$ cat config.mk
export PLATFORM = sky130hd
export DESIGN_NAME = lcd_byte_sequencer
export DESIGN_NICKNAME = d
export VERILOG_FILES = /design/src/rtl/lcd_pkg.sv /design/src/rtl/lcd_init_rom.sv /design/src/rtl/lcd_byte_sequencer.sv
export SDC_FILE = /design/constraint.sdc
export NUM_CORES = 1
export LEC_CHECK = 0
export ABC_CLOCK_PERIOD_IN_PS = 5850
export CAP_MARGIN = 10
export CORE_MARGIN = 2
export CORE_UTILIZATION = 45
export DETAILED_ROUTE_END_ITERATION = 6
export PLACE_DENSITY = 0.66
export SETUP_SLACK_MARGIN = 0.02
export SYNTH_ARGS = -nofsm -noshare
export SYNTH_HDL_FRONTEND = slang
export SYNTH_SLANG_ARGS = --single-unit
$ cat constraint.sdc
create_clock -name CLK -period 5.85 [get_ports CLK]
set_input_delay 1.755 -clock CLK [delete_from_list [all_inputs] [get_ports CLK]]
set_output_delay 1.755 -clock CLK [all_outputs]
set_load 0.01 [all_outputs]
$ cat src/rtl/lcd_pkg.sv
// Shared types, timing constants and helpers for the LCD byte sequencer.
// LCD_SEQ_BUSY_POLL_EN selects busy-flag polling instead of fixed post-byte delays.
package lcd_pkg;

   localparam int unsigned TIMER_W  = 21;
   localparam int unsigned STEP_W   = 4;
   localparam int unsigned INIT_LEN = 9;

   // 50 MHz timing constants, shared with the transfer stage
   localparam int unsigned T_POWER_ON   = 1_000_000;
   localparam int unsigned T_INIT_LONG  = 250_000;
   localparam int unsigned T_INIT_SHORT = 5_000;
   localparam int unsigned T_CMD        = 2_500;
   localparam int unsigned T_CLEAR      = 100_000;

`ifdef LCD_SEQ_BUSY_POLL_EN
   localparam bit BUSY_POLL = 1'b1;
`else
   localparam bit BUSY_POLL = 1'b0;
`endif

   typedef enum logic [2:0] {
      PWR_WAIT,
      ISSUE,
      WAIT_DONE,
      GAP,
      DELAY,
      IDLE
   } state_t;

   typedef struct packed {
      logic               is_nibble;
      logic [7:0]         value;
      logic [TIMER_W-1:0] wait_cycles;
   } init_step_t;

   typedef struct packed {
      logic [3:0]         cmd;
      logic               rs;
      logic               rb;
      logic               m4;
      logic               hi;
      logic [7:0]         data;
      logic [TIMER_W-1:0] wait_cycles;
   } issue_t;

   // Settle time after a whole byte; clear/home commands need the long wait
   function automatic logic [TIMER_W-1:0] byte_wait(input logic [7:0] data, input logic rs,
                                                    input int unsigned cmd_w,
                                                    input int unsigned clear_w);
      if (BUSY_POLL)
         return '0;
      if (!rs && (data == 8'h01 || data == 8'h02))
         return TIMER_W'(clear_w);
      return TIMER_W'(cmd_w);
   endfunction

endpackage

$ cat src/rtl/lcd_init_rom.sv
// HD44780 4-bit power-on init table: step index -> step record.
// Byte-step waits collapse to 0 when LCD_SEQ_BUSY_POLL_EN is defined.
module lcd_init_rom
   import lcd_pkg::*;
#(
   parameter int unsigned INIT_WAIT_LONG  = T_INIT_LONG,
   parameter int unsigned INIT_WAIT_SHORT = T_INIT_SHORT,
   parameter int unsigned CMD_WAIT        = T_CMD,
   parameter int unsigned CLEAR_WAIT      = T_CLEAR
) (
   input  logic [STEP_W-1:0] idx,
   output init_step_t        step
);

   function automatic init_step_t byte_step(input logic [7:0] v);
      return '{is_nibble: 1'b0, value: v,
               wait_cycles: byte_wait(v, 1'b0, CMD_WAIT, CLEAR_WAIT)};
   endfunction

   always_comb begin
      step = '{is_nibble: 1'b1, value: 8'h00, wait_cycles: '0};
      case (idx)
         4'd0:    step = '{is_nibble: 1'b1, value: 8'h03, wait_cycles: TIMER_W'(INIT_WAIT_LONG)};
         4'd1:    step = '{is_nibble: 1'b1, value: 8'h03, wait_cycles: TIMER_W'(INIT_WAIT_SHORT)};
         4'd2:    step = '{is_nibble: 1'b1, value: 8'h03, wait_cycles: TIMER_W'(INIT_WAIT_SHORT)};
         4'd3:    step = '{is_nibble: 1'b1, value: 8'h02, wait_cycles: TIMER_W'(INIT_WAIT_SHORT)};
         4'd4:    step = byte_step(8'h28);
         4'd5:    step = byte_step(8'h08);
         4'd6:    step = byte_step(8'h01);
         4'd7:    step = byte_step(8'h06);
         4'd8:    step = byte_step(8'h0C);
         default: ;
      endcase
   end

endmodule

$ cat src/rtl/lcd_byte_sequencer.sv
// Runs the LCD power-on init, then splits accepted bytes into nibbles for lcd_transfer.
// LCD_SEQ_BUSY_POLL_EN: low nibbles request a busy poll and byte delays become 0.
module lcd_byte_sequencer
   import lcd_pkg::*;
#(
   parameter int unsigned POWER_ON_WAIT   = T_POWER_ON,
   parameter int unsigned INIT_WAIT_LONG  = T_INIT_LONG,
   parameter int unsigned INIT_WAIT_SHORT = T_INIT_SHORT,
   parameter int unsigned CMD_WAIT        = T_CMD,
   parameter int unsigned CLEAR_WAIT      = T_CLEAR
) (
   input  logic               CLK,
   input  logic               RESET,
   input  logic               byte_valid,
   input  logic [7:0]         byte_data,
   input  logic               byte_rs,
   output logic               byte_ready,
   output logic               init_done,
   output logic               sendCommand,
   output logic [3:0]         command,
   output logic               command_rs,
   output logic [TIMER_W-1:0] commandDelay,
   output logic               read_busy,
   output logic               mode4bit,
   input  logic               commandDone
);

   state_t             state;
   logic [TIMER_W-1:0] timer;
   logic [STEP_W-1:0]  step;
   logic [STEP_W-1:0]  rom_idx;
   logic [7:0]         data_q;
   logic               rs_q;
   logic               hi_sent;
   init_step_t         rom_step;
   issue_t             iss;
   logic               last_step;
   logic               delay_done;
   logic               advance;
   logic               issue_now;

   lcd_init_rom #(
      .INIT_WAIT_LONG  (INIT_WAIT_LONG),
      .INIT_WAIT_SHORT (INIT_WAIT_SHORT),
      .CMD_WAIT        (CMD_WAIT),
      .CLEAR_WAIT      (CLEAR_WAIT)
   ) u_rom (
      .idx  (rom_idx),
      .step (rom_step)
   );

   // Payload of whichever nibble is issued next
   always_comb begin
      rom_idx = (state == PWR_WAIT) ? '0 : step + STEP_W'(1);
      iss = '{cmd: rom_step.value[3:0], rs: 1'b0, rb: 1'b0, m4: 1'b0, hi: 1'b0,
              data: rom_step.value, wait_cycles: rom_step.wait_cycles};
      if (state == IDLE)
         iss = '{cmd: byte_data[7:4], rs: byte_rs, rb: 1'b0, m4: 1'b1, hi: 1'b1, data: byte_data,
                 wait_cycles: byte_wait(byte_data, byte_rs, CMD_WAIT, CLEAR_WAIT)};
      else if (state == GAP && hi_sent)
         iss = '{cmd: data_q[3:0], rs: rs_q, rb: BUSY_POLL, m4: 1'b1, hi: 1'b0, data: data_q,
                 wait_cycles: commandDelay};
      else if (!rom_step.is_nibble)
         iss = '{cmd: rom_step.value[7:4], rs: 1'b0, rb: 1'b0, m4: 1'b1, hi: 1'b1,
                 data: rom_step.value, wait_cycles: rom_step.wait_cycles};
   end

   assign last_step  = (step == STEP_W'(INIT_LEN - 1));
   assign delay_done = (timer == commandDelay - TIMER_W'(1));
   assign advance    = (state == GAP && !hi_sent && commandDelay == '0) ||
                       (state == DELAY && delay_done);
   assign issue_now  = (state == PWR_WAIT && timer == TIMER_W'(POWER_ON_WAIT - 1)) ||
                       (state == GAP && hi_sent) ||
                       (state == IDLE && byte_valid && byte_ready) ||
                       (advance && !init_done && !last_step);

   always_ff @(posedge CLK) begin
      if (RESET) begin
         state        <= PWR_WAIT;
         timer        <= '0;
         step         <= '0;
         data_q       <= '0;
         rs_q         <= 1'b0;
         hi_sent      <= 1'b0;
         byte_ready   <= 1'b0;
         init_done    <= 1'b0;
         sendCommand  <= 1'b0;
         command      <= '0;
         command_rs   <= 1'b0;
         commandDelay <= '0;
         read_busy    <= 1'b0;
         mode4bit     <= 1'b0;
      end else begin
         sendCommand <= 1'b0;
         case (state)
            PWR_WAIT:  timer <= timer + TIMER_W'(1);
            ISSUE:     state <= WAIT_DONE;
            WAIT_DONE: if (commandDone) state <= GAP;
            GAP: begin
               if (!hi_sent && commandDelay != '0) begin
                  state <= DELAY;
                  timer <= '0;
               end
            end
            DELAY:     timer <= timer + TIMER_W'(1);
            IDLE:      ;
            default:   state <= PWR_WAIT;
         endcase

         // Step finished: next init step, or settle in IDLE
         if (advance) begin
            if (init_done || last_step) begin
               state      <= IDLE;
               byte_ready <= 1'b1;
               init_done  <= 1'b1;
            end else begin
               step <= step + STEP_W'(1);
            end
         end

         if (issue_now) begin
            state        <= ISSUE;
            timer        <= '0;
            byte_ready   <= 1'b0;
            sendCommand  <= 1'b1;
            command      <= iss.cmd;
            command_rs   <= iss.rs;
            read_busy    <= iss.rb;
            mode4bit     <= iss.m4;
            commandDelay <= iss.wait_cycles;
            hi_sent      <= iss.hi;
            data_q       <= iss.data;
            rs_q         <= iss.rs;
         end
      end
   end

endmodule

==> run_summary.xml <==
<?xml version="1.0" encoding="UTF-8"?>
<metrics>
  <group name="run_status">
    <metric name="result_of_the_run" unit="">finished, final reports clean</metric>
  </group>
  <group name="floorplan">
    <metric name="top_level_ports" unit="">44</metric>
    <metric name="num_rows" unit="">33</metric>
    <metric name="initial_utilization" unit="%">45.92</metric>
    <metric name="die_height" unit="um">94.88</metric>
    <metric name="die_width" unit="um">94.88</metric>
    <metric name="floorplan.core_area" unit="sq um">8093</metric>
    <metric name="design.die.area" unit="sq um">9001</metric>
  </group>
  <group name="critical_path">
    <metric name="setup.worst_path.class" unit="">reg2reg</metric>
    <metric name="reg2reg_from" unit="">commandDelay[11]$_SDFFE_PP0P_</metric>
    <metric name="worst-path-max-fanout" unit="">18</metric>
    <metric name="critPathMaxStageDelay" unit="ps">820</metric>
    <metric name="timing.critical_path.slowest_stage_cell" unit="">sky130_fd_sc_hd__dfxtp_1</metric>
    <metric name="chain_of_cells_forming_the_critical_path" unit="">inv_2, ha_1, and2b_1, a311o_1, a211o_1, a2111oi_2, and4_4, or3_1, buf_4, a211oi_1</metric>
    <metric name="cp.required" unit="ps">6050</metric>
    <metric name="start_kind" unit="">flop</metric>
    <metric name="timing.critical_path.max_delay_family" unit="">simple AND/OR/NAND/NOR gates</metric>
    <metric name="timing.critical_path.from" unit="">commandDelay[11]$_SDFFE_PP0P_</metric>
    <metric name="critical_path_buf_inv_count" unit="">2</metric>
    <metric name="worst_ep_arrival_time" unit="ps">4380</metric>
    <metric name="timing.critical_path.to_type" unit="">flop</metric>
  </group>
  <group name="sta">
    <metric name="layout_worst_path_cycle_share" unit="%">71.52</metric>
    <metric name="final.setup_skew" unit="ps">17.26</metric>
    <metric name="setup_slack" unit="ps">1666</metric>
    <metric name="slew_headroom" unit="%">12.69</metric>
    <metric name="period_minus_slack" unit="ps">4184</metric>
    <metric name="rsz0062_at_grt" unit="">false</metric>
    <metric name="hold_viol" unit="">0</metric>
    <metric name="final.hold.worst_slack" unit="ps">487.9</metric>
    <metric name="finalSetupViolCount" unit="">0</metric>
    <metric name="clock.fmax" unit="MHz">239.0</metric>
    <metric name="setup-tns-final" unit="ps">0</metric>
    <metric name="timing_worst_slew_pin_value" unit="ps">1310</metric>
    <metric name="max_slew_violation_count" unit="">0</metric>
  </group>
  <group name="power">
    <metric name="p_leak" unit="nW">1.354</metric>
    <metric name="totalPowerFinal" unit="mW">0.6360</metric>
    <metric name="power-per-cell-area" unit="nW/um^2">155.7</metric>
    <metric name="vdd_drop_max" unit="uV">106.7</metric>
  </group>
  <group name="global_routing">
    <metric name="maximum_number_of_pins_on_one_net_before_global_route_repair" unit="">26</metric>
    <metric name="first_global_vias" unit="">3214</metric>
    <metric name="globalRoute.totalOverflow" unit="">0</metric>
    <metric name="initial_antenna_violation_count" unit="">0</metric>
    <metric name="globalRouteTotalUtil" unit="%">22.39</metric>
    <metric name="global_route_wire_length_before_repair" unit="mm">15.99</metric>
  </group>
  <group name="place">
    <metric name="post-place-ws" unit="ps">1442</metric>
    <metric name="portBuffers" unit="">36</metric>
    <metric name="gp_congestion" unit="">0.8987</metric>
    <metric name="placed_cell_area" unit="sq um">3971</metric>
    <metric name="estimated_wirelength_of_the_detail_placed_design" unit="mm">7.148</metric>
  </group>
  <group name="routing">
    <metric name="met2_wirelength" unit="mm">4.699</metric>
    <metric name="met3WireLength" unit="um">566</metric>
    <metric name="initialDrtViolationCount" unit="">210</metric>
    <metric name="detailedRoute.firstPassIterationCount" unit="">4</metric>
    <metric name="wl_met1" unit="mm">4.508</metric>
    <metric name="wl_per_cell" unit="um">17.43</metric>
    <metric name="ant_nets" unit="">0</metric>
    <metric name="viasPerCell" unit="">6.155</metric>
    <metric name="detail_route.wirelength" unit="mm">9.865</metric>
    <metric name="route.top_layer_used" unit="">met4</metric>
    <metric name="post-route-drc-count" unit="">0</metric>
    <metric name="vias" unit="">3484</metric>
  </group>
  <group name="yosys">
    <metric name="yosys.area.top_type_share" unit="%">27.47</metric>
    <metric name="syn-mean-instance-area" unit="sq um">8.167</metric>
    <metric name="library_cell_with_the_highest_instance_count_after_synthesis" unit="">sky130_fd_sc_hd__dfxtp_1</metric>
    <metric name="postSynth.topFlopCell" unit="">sky130_fd_sc_hd__dfxtp_1</metric>
    <metric name="synth_common_cells" unit="">51 x sky130_fd_sc_hd__dfxtp_1, 28 x sky130_fd_sc_hd__a21oi_1, 26 x sky130_fd_sc_hd__nand2_1, 26 x sky130_fd_sc_hd__nor2_1, 25 x sky130_fd_sc_hd__o21ai_0</metric>
    <metric name="post_synth_instance_area" unit="sq um">3716</metric>
    <metric name="async_flop_share" unit="%">0</metric>
    <metric name="synth.distinct_cells" unit="">75</metric>
    <metric name="synth_top_cell_by_area" unit="">sky130_fd_sc_hd__dfxtp_1</metric>
    <metric name="synth-edff-count" unit="">0</metric>
    <metric name="ys_top_cells_by_area" unit="">sky130_fd_sc_hd__dfxtp_1 27%, sky130_fd_sc_hd__a21oi_1 3.8%, sky130_fd_sc_hd__o21ai_0 3.4%, sky130_fd_sc_hd__xnor2_1 3.3%, sky130_fd_sc_hd__buf_4 3.0%</metric>
    <metric name="ys_seq_elements" unit="">51</metric>
    <metric name="synthesis.yosys.warnings" unit="">0</metric>
    <metric name="synthCells" unit="">455</metric>
    <metric name="synth-seq-area-share" unit="%">27.47</metric>
  </group>
  <group name="cells_and_area">
    <metric name="seqCellArea" unit="sq um">1021</metric>
    <metric name="multiInputGateArea" unit="sq um">2395</metric>
    <metric name="postLayoutCellArea" unit="sq um">4084</metric>
    <metric name="antenna_cells" unit="">0</metric>
    <metric name="fillers" unit="">804</metric>
    <metric name="layout-drive-gt1-share" unit="%">11.71</metric>
    <metric name="area.growth.synth_to_final" unit="%">9.899</metric>
    <metric name="nNetsFinal" unit="">479</metric>
  </group>
  <group name="hold_path">
    <metric name="hp-start" unit="">data_q[1]$_SDFFE_PP0P_</metric>
    <metric name="worst_hold_path_type" unit="">reg2reg</metric>
  </group>
  <group name="cts">
    <metric name="tritoncts_clock_tree" unit="">done</metric>
    <metric name="cts.hold.buffers_added" unit="">0</metric>
    <metric name="ctsLongestPathBuffers" unit="">2</metric>
    <metric name="path_clk_slew" unit="ps">110</metric>
    <metric name="cts_sink_count" unit="">51</metric>
    <metric name="cts_post_setup_buffers_inserted" unit="">0</metric>
    <metric name="clk_latency" unit="ps">310</metric>
    <metric name="cts_max_level" unit="">2</metric>
    <metric name="cts-buffers-inserted" unit="">5</metric>
    <metric name="ctsResizeCount" unit="">0</metric>
    <metric name="clockRootBuffer" unit="">sky130_fd_sc_hd__clkbuf_8</metric>
  </group>
  <group name="run">
    <metric name="cap_viol_max_count" unit="">0</metric>
  </group>
</metrics>
[through the flow]
stage	util [%]	std cells
2_1_floorplan	-	461
3_3_place_gp	49.07	558
3_5_place_dp	49.07	558
4_1_cts	50.46	566
5_1_grt	50.46	566
6_report	50.46	566
[sequential cells by signal, indices dropped and copies added (netlist names), 3 cells and up]
register and cells:
command 4, commandDelay 9, data_q 4, state 3, step 4, timer 21
[path summary, 6_finish.rpt]
kind | end | slack [ps] | depth (start not counted)
setup reg to reg | timer[10]$_SDFFE_PP0P_ | 1670 | 10
setup / recovery | timer[10]$_SDFFE_PP0P_ | 1670 | 10
hold reg to reg | data_q[1]$_SDFFE_PP0P_ | 490 | 2
hold / removal | data_q[1]$_SDFFE_PP0P_ | 490 | 2
[layout make-up]
class / instances / share of cell area, %
clock inverter: 3 / 1.072
tap: 105 / 3.217
inverter: 11 / 1.011
sequential: 51 / 25.00
timing repair buffer: 39 / 9.375
clock buffer: 5 / 1.685
multi-input combinational: 352 / 58.64
[tightest hold or removal path, cell delays in order (launching register included)]
cell and delay [ps]:
sky130_fd_sc_hd__dfxtp_1 330, sky130_fd_sc_hd__nand4_1 60, sky130_fd_sc_hd__o31ai_1 60
[layer usage]
metal  global-route usage, %  vias to the layer above
met1                   31.07                     1673
met2                   36.29                      102
met3                   3.432                        7
met5                       0                        -
met4                   5.797                        0
li1                        -                     1702
[power by group]
| part | switching (mW) | total, mW | leakage, nW | internal (mW) |
|---|---|---|---|---|
| Sequential | 0.00256 | 0.351 | 0.411 | 0.349 |
| Combinational | 0.0182 | 0.0301 | 0.885 | 0.0120 |
| Clock | 0.127 | 0.254 | 0.0581 | 0.128 |
[kinds of logic (layout without fill, tap and decap cells)]
logic type,Yosys count,after routing,share of synthesized area (%)
flops,51,51,27.47
simple gates,181,181,30.20
buf+inv,58,58,8.686
xor+xnor,20,20,4.714
mux,6,6,1.751
other cells,1,7,0.1009
fa+ha+maj,6,6,2.020
compound gates,132,132,25.05
[cells in the final DEF, fill, tap and decap left out, types with 11 or more instances in the layout]
cell type	instances
sky130_fd_sc_hd__nand3_1	20
sky130_fd_sc_hd__nand4_1	15
sky130_fd_sc_hd__nand2_1	26
sky130_fd_sc_hd__and3_1	12
sky130_fd_sc_hd__a31oi_1	11
sky130_fd_sc_hd__dfxtp_1	51
sky130_fd_sc_hd__a21oi_1	28
sky130_fd_sc_hd__xnor2_1	14
sky130_fd_sc_hd__o21ai_0	25
sky130_fd_sc_hd__clkdlybuf4s50_1	36
sky130_fd_sc_hd__nor2_1	26
Power figures use the tool's default switching activity.
